`src/rtl/pipe_ctrl_pkg.sv`:
```
// Shared constants, control-word layout and FSM states for pipe_ctrl_unit.
// Define MULDIV_EN to add multiply/divide decode and the MD_RUN state.
package pipe_ctrl_pkg;

   localparam logic [5:0] OP_RTYPE = 6'd0;
   localparam logic [5:0] OP_J     = 6'd2;
   localparam logic [5:0] OP_JAL   = 6'd3;
   localparam logic [5:0] OP_BEQ   = 6'd4;
   localparam logic [5:0] OP_BNE   = 6'd5;
   localparam logic [5:0] OP_ADDI  = 6'd8;
   localparam logic [5:0] OP_ADDIU = 6'd9;
   localparam logic [5:0] OP_SLTI  = 6'd10;
   localparam logic [5:0] OP_ANDI  = 6'd12;
   localparam logic [5:0] OP_ORI   = 6'd13;
   localparam logic [5:0] OP_LW    = 6'd35;
   localparam logic [5:0] OP_SW    = 6'd43;

   localparam logic [5:0] FN_SLL     = 6'd0;
   localparam logic [5:0] FN_SRL     = 6'd2;
   localparam logic [5:0] FN_SRA     = 6'd3;
   localparam logic [5:0] FN_JR      = 6'd8;
   localparam logic [5:0] FN_SYSCALL = 6'd12;
   localparam logic [5:0] FN_ADD     = 6'd32;
   localparam logic [5:0] FN_ADDU    = 6'd33;
   localparam logic [5:0] FN_SUB     = 6'd34;
   localparam logic [5:0] FN_AND     = 6'd36;
   localparam logic [5:0] FN_OR      = 6'd37;
   localparam logic [5:0] FN_NOR     = 6'd39;
   localparam logic [5:0] FN_SLT     = 6'd42;
   localparam logic [5:0] FN_SLTU    = 6'd43;
`ifdef MULDIV_EN
   localparam logic [5:0] FN_MFHI  = 6'd16;
   localparam logic [5:0] FN_MFLO  = 6'd18;
   localparam logic [5:0] FN_MULT  = 6'd24;
   localparam logic [5:0] FN_MULTU = 6'd25;
   localparam logic [5:0] FN_DIV   = 6'd26;
   localparam logic [5:0] FN_DIVU  = 6'd27;
`endif

   localparam int ALU_W = 4;
   localparam logic [ALU_W-1:0] ALU_SLL  = 4'b0000;
   localparam logic [ALU_W-1:0] ALU_SRA  = 4'b0001;
   localparam logic [ALU_W-1:0] ALU_SRL  = 4'b0010;
   localparam logic [ALU_W-1:0] ALU_ADD  = 4'b0101;
   localparam logic [ALU_W-1:0] ALU_SUB  = 4'b0110;
   localparam logic [ALU_W-1:0] ALU_AND  = 4'b0111;
   localparam logic [ALU_W-1:0] ALU_OR   = 4'b1000;
   localparam logic [ALU_W-1:0] ALU_NOR  = 4'b1010;
   localparam logic [ALU_W-1:0] ALU_SLT  = 4'b1011;
   localparam logic [ALU_W-1:0] ALU_SLTU = 4'b1100;

   localparam int C_BEQ        = 0;
   localparam int C_BNE        = 1;
   localparam int C_MEM_TO_REG = 2;
   localparam int C_MEM_WRITE  = 3;
   localparam int C_ALU_SRC_B  = 4;
   localparam int C_REG_WRITE  = 5;
   localparam int C_REG_DST    = 6;
   localparam int C_SIGNED_EXT = 7;
   localparam int C_JAL        = 8;
   localparam int C_JMP        = 9;
   localparam int C_JR         = 10;
   localparam int C_SYSCALL    = 11;
`ifdef MULDIV_EN
   localparam int C_MD_START   = 12;
   localparam int C_MD_SIGNED  = 13;
   localparam int C_MD_DIV     = 14;
   localparam int C_MFHI       = 15;
   localparam int C_MFLO       = 16;
   localparam int CTRL_W       = 17;
`else
   localparam int CTRL_W       = 12;
`endif

`ifdef MULDIV_EN
   typedef enum logic [1:0] {
      IDLE   = 2'd0,
      MD_RUN = 2'd1,
      HALTED = 2'd2
   } state_t;
`else
   typedef enum logic [1:0] {
      IDLE   = 2'd0,
      HALTED = 2'd2
   } state_t;
`endif

   function automatic logic [CTRL_W-1:0] cbit(input int idx);
      return CTRL_W'(1) << idx;
   endfunction

endpackage

```
`src/rtl/ctrl_decode.sv`:
```
// Combinational ID decode: op/func to control word and ALU opcode.
// Multiply/divide funcs decode only when MULDIV_EN is defined.
module ctrl_decode
   import pipe_ctrl_pkg::*;
#(
   parameter int ALU_OP_W = 4
) (
   input  logic [5:0]          op,
   input  logic [5:0]          func,
   output logic [CTRL_W-1:0]   ctrl,
   output logic [ALU_OP_W-1:0] alu_op
);

   logic [ALU_W-1:0] alu;
   logic [CTRL_W-1:0] rr;
   logic [CTRL_W-1:0] imm;

   assign rr  = cbit(C_REG_WRITE) | cbit(C_REG_DST);
   assign imm = cbit(C_ALU_SRC_B) | cbit(C_REG_WRITE);

   always_comb begin
      ctrl = '0;
      alu  = ALU_SLL;
      unique case (op)
         OP_RTYPE: begin
            unique case (func)
               FN_SLL:  begin ctrl = rr; alu = ALU_SLL;  end
               FN_SRL:  begin ctrl = rr; alu = ALU_SRL;  end
               FN_SRA:  begin ctrl = rr; alu = ALU_SRA;  end
               FN_ADD:  begin ctrl = rr; alu = ALU_ADD;  end
               FN_ADDU: begin ctrl = rr; alu = ALU_ADD;  end
               FN_SUB:  begin ctrl = rr; alu = ALU_SUB;  end
               FN_AND:  begin ctrl = rr; alu = ALU_AND;  end
               FN_OR:   begin ctrl = rr; alu = ALU_OR;   end
               FN_NOR:  begin ctrl = rr; alu = ALU_NOR;  end
               FN_SLT:  begin ctrl = rr; alu = ALU_SLT;  end
               FN_SLTU: begin ctrl = rr; alu = ALU_SLTU; end
               FN_JR:      ctrl = cbit(C_JR);
               FN_SYSCALL: ctrl = cbit(C_SYSCALL);
`ifdef MULDIV_EN
               FN_MULT:
                  ctrl = cbit(C_MD_START) | cbit(C_MD_SIGNED);
               FN_MULTU:
                  ctrl = cbit(C_MD_START);
               FN_DIV:
                  ctrl = cbit(C_MD_START) | cbit(C_MD_SIGNED)
                       | cbit(C_MD_DIV);
               FN_DIVU:
                  ctrl = cbit(C_MD_START) | cbit(C_MD_DIV);
               FN_MFHI: ctrl = rr | cbit(C_MFHI);
               FN_MFLO: ctrl = rr | cbit(C_MFLO);
`endif
               default: ctrl = '0;
            endcase
         end
         OP_J:   ctrl = cbit(C_JMP);
         // JAL links into $31, so it writes a register
         OP_JAL: ctrl = cbit(C_JAL) | cbit(C_REG_WRITE);
         OP_BEQ: ctrl = cbit(C_BEQ) | cbit(C_SIGNED_EXT);
         OP_BNE: ctrl = cbit(C_BNE) | cbit(C_SIGNED_EXT);
         OP_ADDI: begin
            ctrl = imm | cbit(C_SIGNED_EXT);
            alu  = ALU_ADD;
         end
         OP_ADDIU: begin
            ctrl = imm | cbit(C_SIGNED_EXT);
            alu  = ALU_ADD;
         end
         OP_SLTI: begin
            ctrl = imm | cbit(C_SIGNED_EXT);
            alu  = ALU_SLT;
         end
         OP_ANDI: begin
            ctrl = imm;
            alu  = ALU_AND;
         end
         OP_ORI: begin
            ctrl = imm;
            alu  = ALU_OR;
         end
         OP_LW: begin
            ctrl = imm | cbit(C_MEM_TO_REG) | cbit(C_SIGNED_EXT);
            alu  = ALU_ADD;
         end
         OP_SW: begin
            ctrl = cbit(C_MEM_WRITE) | cbit(C_ALU_SRC_B)
                 | cbit(C_SIGNED_EXT);
            alu  = ALU_ADD;
         end
         default: begin
            ctrl = '0;
            alu  = ALU_SLL;
         end
      endcase
   end

   assign alu_op = ALU_OP_W'(alu);

endmodule

```
`src/rtl/pipe_ctrl_unit.sv`:
```
// ID/EX control pipeline register with stall, flush, halt and md FSM.
// MULDIV_EN enables the MD_RUN state and the md_cnt down-counter.
module pipe_ctrl_unit
   import pipe_ctrl_pkg::*;
#(
   parameter int ALU_OP_W = 4,
   parameter int MD_LAT   = 4
) (
   input  logic                clk,
   input  logic                rst,
   input  logic [5:0]          op,
   input  logic [5:0]          func,
   input  logic                id_valid,
   input  logic                stall_in,
   input  logic                flush,
   output logic [CTRL_W-1:0]   ctrl_ex,
   output logic [ALU_OP_W-1:0] alu_op_ex,
   output logic                ex_valid,
   output logic                stall_out,
   output logic                md_busy,
   output logic                halt
);

   logic [CTRL_W-1:0]   ctrl_id;
   logic [ALU_OP_W-1:0] alu_id;
   logic                md_hazard;
   logic                load;
   logic                load_sys;
   state_t              state;
   state_t              state_nx;

   ctrl_decode #(
      .ALU_OP_W(ALU_OP_W)
   ) u_dec (
      .op    (op),
      .func  (func),
      .ctrl  (ctrl_id),
      .alu_op(alu_id)
   );

   assign stall_out = stall_in | md_hazard | halt;
   assign load      = id_valid & ~flush & ~stall_out;
   assign load_sys  = load & ctrl_id[C_SYSCALL];

   always_ff @(posedge clk) begin
      if (rst) begin
         ctrl_ex   <= '0;
         alu_op_ex <= '0;
         ex_valid  <= 1'b0;
      end else if (load) begin
         ctrl_ex   <= ctrl_id;
         alu_op_ex <= alu_id;
         ex_valid  <= 1'b1;
      end else begin
         ctrl_ex   <= '0;
         alu_op_ex <= '0;
         ex_valid  <= 1'b0;
      end
   end

`ifdef MULDIV_EN
   localparam int CNT_W = $clog2(MD_LAT);
   localparam logic [CNT_W-1:0] CNT_LD = CNT_W'(MD_LAT - 1);

   logic [CNT_W-1:0] md_cnt;
   logic [CNT_W-1:0] cnt_nx;
   logic             sys_pend;
   logic             pend_nx;
   logic             md_class;
   logic             load_md;

   assign md_class = ctrl_id[C_MD_START] | ctrl_id[C_MFHI]
                   | ctrl_id[C_MFLO];
   assign load_md  = load & ctrl_id[C_MD_START];

   // The final busy cycle already lets a dependent op through.
   assign md_hazard = (state == MD_RUN) & (md_cnt != '0)
                    & id_valid & md_class;
   assign md_busy   = (state == MD_RUN);
   assign halt      = (state == HALTED) | sys_pend;

   always_comb begin
      state_nx = state;
      cnt_nx   = md_cnt;
      pend_nx  = sys_pend;
      unique case (state)
         IDLE: begin
            if (load_sys) begin
               state_nx = HALTED;
            end else if (load_md) begin
               state_nx = MD_RUN;
               cnt_nx   = CNT_LD;
            end
         end
         MD_RUN: begin
            if (md_cnt != '0) begin
               cnt_nx = md_cnt - CNT_W'(1);
               if (load_sys) pend_nx = 1'b1;
            end else if (sys_pend | load_sys) begin
               state_nx = HALTED;
               pend_nx  = 1'b0;
            end else if (load_md) begin
               cnt_nx = CNT_LD;
            end else begin
               state_nx = IDLE;
            end
         end
         HALTED: state_nx = HALTED;
         default: begin
            state_nx = IDLE;
            cnt_nx   = '0;
            pend_nx  = 1'b0;
         end
      endcase
   end

   always_ff @(posedge clk) begin
      if (rst) begin
         state    <= IDLE;
         md_cnt   <= '0;
         sys_pend <= 1'b0;
      end else begin
         state    <= state_nx;
         md_cnt   <= cnt_nx;
         sys_pend <= pend_nx;
      end
   end
`else
   assign md_hazard = 1'b0;
   assign md_busy   = 1'b0;
   assign halt      = (state == HALTED);

   always_comb begin
      state_nx = state;
      unique case (state)
         IDLE:    if (load_sys) state_nx = HALTED;
         HALTED:  state_nx = HALTED;
         default: state_nx = IDLE;
      endcase
   end

   always_ff @(posedge clk) begin
      if (rst) state <= IDLE;
      else     state <= state_nx;
   end
`endif

endmodule

```
`config.mk`:
```
export PLATFORM = sky130hd
export DESIGN_NAME = pipe_ctrl_unit
export DESIGN_NICKNAME = d
export VERILOG_FILES = /design/src/rtl/pipe_ctrl_pkg.sv /design/src/rtl/ctrl_decode.sv /design/src/rtl/pipe_ctrl_unit.sv
export SDC_FILE = /design/constraint.sdc
export NUM_CORES = 1
export LEC_CHECK = 0
export ABC_AREA = 1
export BUFFER_PORTS_ARGS = -buffer_cell sky130_fd_sc_hd__buf_2
export CORE_MARGIN = 2
export CORE_UTILIZATION = 38
export DETAILED_ROUTE_END_ITERATION = 8
export PLACE_DENSITY = 0.77
export SYNTH_ARGS = -nofsm -noshare
export SYNTH_HDL_FRONTEND = slang
export SYNTH_SLANG_ARGS = --single-unit
```
`constraint.sdc`:
```
create_clock -name clk -period 1.31 [get_ports clk]
set_clock_uncertainty 0.05 [all_clocks]
set_input_delay 0 -clock clk [delete_from_list [all_inputs] [get_ports clk]]
set_output_delay 0 -clock clk [all_outputs]
set_load 0.01 [all_outputs]
```
==> flow_metrics.py <==
metrics = {
    "status": {
        "result_of_the_run": "finished clean",
    },
    "power_and_ir_drop": {
        "switching_power_uw": 282,
        "power.share.combinational_pct": 16.0,
        "switching_share_pct": 26.3,
        "leakage_nw": 0.743,
        "power.share.sequential_pct": 51.2,
        "power.density_mw_per_mm2": 789,
        "clkPwrFrac_pct": 32.8,
        "finalPower_mw": 1.07,
        "intPower_uw": 791,
        "maximum_vdd_drop_v": 0.000685,
    },
    "placement": {
        "globalplace.congestion": 0.913,
        "dpl.hpwl_um": 1660,
        "number_of_port_buffers": 35,
    },
    "cells_and_area": {
        "post_route_cells_drive_above_1_share_pct": 29.6,
        "relative_area_change_from_synthesis_to_final_layout_pct": 43.8,
        "insertedDiodeCount": 0,
        "final_net_count": 221,
    },
    "synthesis": {
        "synth.top_cell.area_share_pct": 38.1,
        "synth_top_cells_by_count": "sky130_fd_sc_hd__nand2_1 (40), sky130_fd_sc_hd__nor2_1 (28), sky130_fd_sc_hd__inv_1 (25)",
        "yosysMostFrequentCell": "sky130_fd_sc_hd__nand2_1",
        "ys_warn_count": 0,
        "ys_ff_latch": 18,
        "post_synth_instance_area_sq_um": 945,
        "primary_flip_flop_cell_chosen_by_synthesis_mapping": "sky130_fd_sc_hd__dfxtp_1",
        "async_flop_share_pct": 0,
        "synth_top_area_cell": "sky130_fd_sc_hd__dfxtp_1",
        "synthesized_net_count": 168,
        "post_synth.cell_area_avg_sq_um": 6.26,
        "synth_edf_count": 0,
        "post_synth_num_cell_types": 21,
        "synth_seq_area_share_pct": 38.1,
        "synth_cells": 151,
        "synth_area_leaders": "sky130_fd_sc_hd__dfxtp_1 (38%), sky130_fd_sc_hd__nand2_1 (16%), sky130_fd_sc_hd__nor2_1 (11%)",
    },
    "floorplanning": {
        "initial_utilization_pct": 39.2,
        "placement_rows": 18,
        "die-height_um": 53.9,
        "io-pin-count": 37,
        "die_w_um": 53.9,
        "dieArea_sq_mm": 0.00290,
        "placeableCoreArea_sq_mm": 0.00241,
    },
    "worst_setup_path": {
        "regToRegStartpoint": "state[1]",
        "arrival_ns": 1.49,
        "critical_path.max_fanout": 6,
        "critPathCaptureType": "flip-flop",
        "worst_path_largest_cell_delay_ns": 0.34,
        "startpoint_kind_of_the_worst_setup_timing_path": "flip-flop",
        "critPathSlowestCell": "sky130_fd_sc_hd__dfxtp_2",
        "cp_cell_sequence": "or2_4, nor4_4, buf_6, nand2_2, a21oi_1, or2_1",
        "reg2reg_to": "alu_op_ex[3]",
        "timing.setup.critical_path_class": "flip-flop to flip-flop",
        "timing.critical_path.required_ns": 1.51,
        "reg2reg_setup_slack_ns": 0.02,
        "worstRegToRegCells": 6,
    },
    "routing": {
        "drtIter0Drc": 35,
        "finalWirelength_um": 2440,
        "drc_errors": 0,
        "vias_per_cell": 4.67,
        "antenna_left": 0,
        "vias": 1088,
        "drt-pass1-iter-count": 7,
        "wire_per_inst_um": 10.5,
    },
    "sta": {
        "rsz0062_at_grt": "true",
        "hold_violations": 0,
        "timing.final.crit_share_pct": 98.3,
        "finalHoldWorstSlack_ns": 0.00816,
        "post-route-min-period_ns": 1.29,
        "fmax_ghz": 0.777,
        "setup_viol_count_final": 0,
        "slew_viol_final": 0,
    },
    "min_path": {
        "hold_depth": 4,
        "min_from": "func[0]",
        "holdPathEnd": "ctrl_ex[10]",
        "timing.hold.worst.class": "primary input to flip-flop",
    },
    "clocking": {
        "clock_sink_count": 18,
        "clk_root_buffer_cell": "sky130_fd_sc_hd__clkbuf_4",
        "htree_num_levels": 1,
        "tritoncts": "done",
        "cts_inserted_buffers": 3,
        "path_clk_slew_ns": 0.10,
        "cts-root-to-sink-buffers": 2,
        "clk_latency_ns": 0.29,
    },
    "grt": {
        "groute.usage.overall_pct": 18.2,
        "grt_pass1_wl_um": 3820,
        "grt_start_max_net_pins": 11,
        "overflow": 0,
        "antenna_found_initial": 0,
        "grt_pass1_vias": 986,
    },
    "job": {
        "max_cap_viol_count": 0,
    },
}
how the worst max path moves through the flow:
stage	start	end	slack, ns	cells after the start
4_1_cts	state[1]	alu_op_ex[3]	0.01	6
5_1_grt	state[1]	alu_op_ex[3]	-0.04	6
6_report	state[1]	alu_op_ex[3]	0.02	6
2_1_floorplan	state[1]	alu_op_ex[3]	-0.02	5
3_3_place_gp	state[1]	alu_op_ex[3]	0.06	6
3_5_place_dp	state[1]	alu_op_ex[3]	0.007	6
power by group through the flow:
stage	Combinational, mW	Clock (mW)	Sequential [mW]
after CTS	0.158	0.353	0.549
final	0.172	0.351	0.549
after detailed placement	0.133	0	0.562
after global placement	0.132	0	0.562
after global routing	0.191	0.377	0.550
after floorplan	0.0763	0	0.563
sequential cells by signal (all words and copies together) (netlist names):
signal / count
state: 1
ex_valid: 1
alu_op_ex: 4
ctrl_ex: 12
routing by layer:
layer	vias up	track usage [%]	share of wire (%)
met1	478	19.7	44
met3	2	4.17	6.5
met4	0	5.98	0.33
met5	-	0	0
li1	567	-	-
met2	41	34.3	49
logic make-up (layout without fill, tap and decap cells):
kind of cell | count (synthesis) | count (layout) | synth area share (%)
AO/OA/AOI/OAI | 9 | 9 | 5.03
AND/OR/NAND/NOR | 95 | 95 | 44.9
flip-flops | 18 | 18 | 38.1
buffers and inverters | 28 | 80 | 11.5
other | 1 | 1 | 0.397
area by class of cell:
type / count / area [sq um]
clock buffer: 4 / 36.3
fill: 245 / 1050
inverter: 27 / 104
multi-input combinational: 105 / 503
sequential: 18 / 362
tap: 30 / 37.5
timing repair buffer: 49 / 317
layout by cell type, fill, tap and decap left out, types with 2 or more instances in the layout:
master / netlist / routed
sky130_fd_sc_hd__buf_2: 0 / 34
sky130_fd_sc_hd__nor2_2: 1 / 8
sky130_fd_sc_hd__nand2_1: 40 / 39
sky130_fd_sc_hd__a21oi_1: 5 / 5
sky130_fd_sc_hd__dfxtp_1: 18 / 17
sky130_fd_sc_hd__inv_1: 25 / 24
sky130_fd_sc_hd__nor3_1: 3 / 3
sky130_fd_sc_hd__clkbuf_4: 0 / 3
sky130_fd_sc_hd__dlygate4sd3_1: 0 / 10
sky130_fd_sc_hd__buf_4: 1 / 3
sky130_fd_sc_hd__nand3_1: 16 / 16
sky130_fd_sc_hd__inv_2: 2 / 2
sky130_fd_sc_hd__nor2_1: 28 / 20
sky130_fd_sc_hd__nand2_2: 1 / 2
per-stage QoR:
stage	cells	utilization (%)	TNS, ns	area, sq um	worst slack, ns
after floorplan	151	-	-0.0189	945	-0.0189
after global placement	218	48.7	0	1170	0.0641
after detailed placement	218	48.7	0	1170	0.00740
after CTS	234	55.4	0	1340	0.0106
after global routing	233	56.4	-0.0379	1360	-0.0379
final	233	56.4	0	1360	0.0224
critical path, delay by kind of cell, from the launching register on:
family          cells  cell delay (ns)
simple gates        4             0.57
flops               1             0.34
buf+inv             1             0.16
compound gates      1             0.11
timing repair:
item                                    CTS  global route
endpoints found under the setup margin    1            10
gates cloned                              0             0
setup buffers                             0             1
pin swaps                                 0             1
hold buffers                             12             0
hold endpoints to repair                  9             0
gates resized for setup                   2            14
Power figures use the tool's default switching activity.
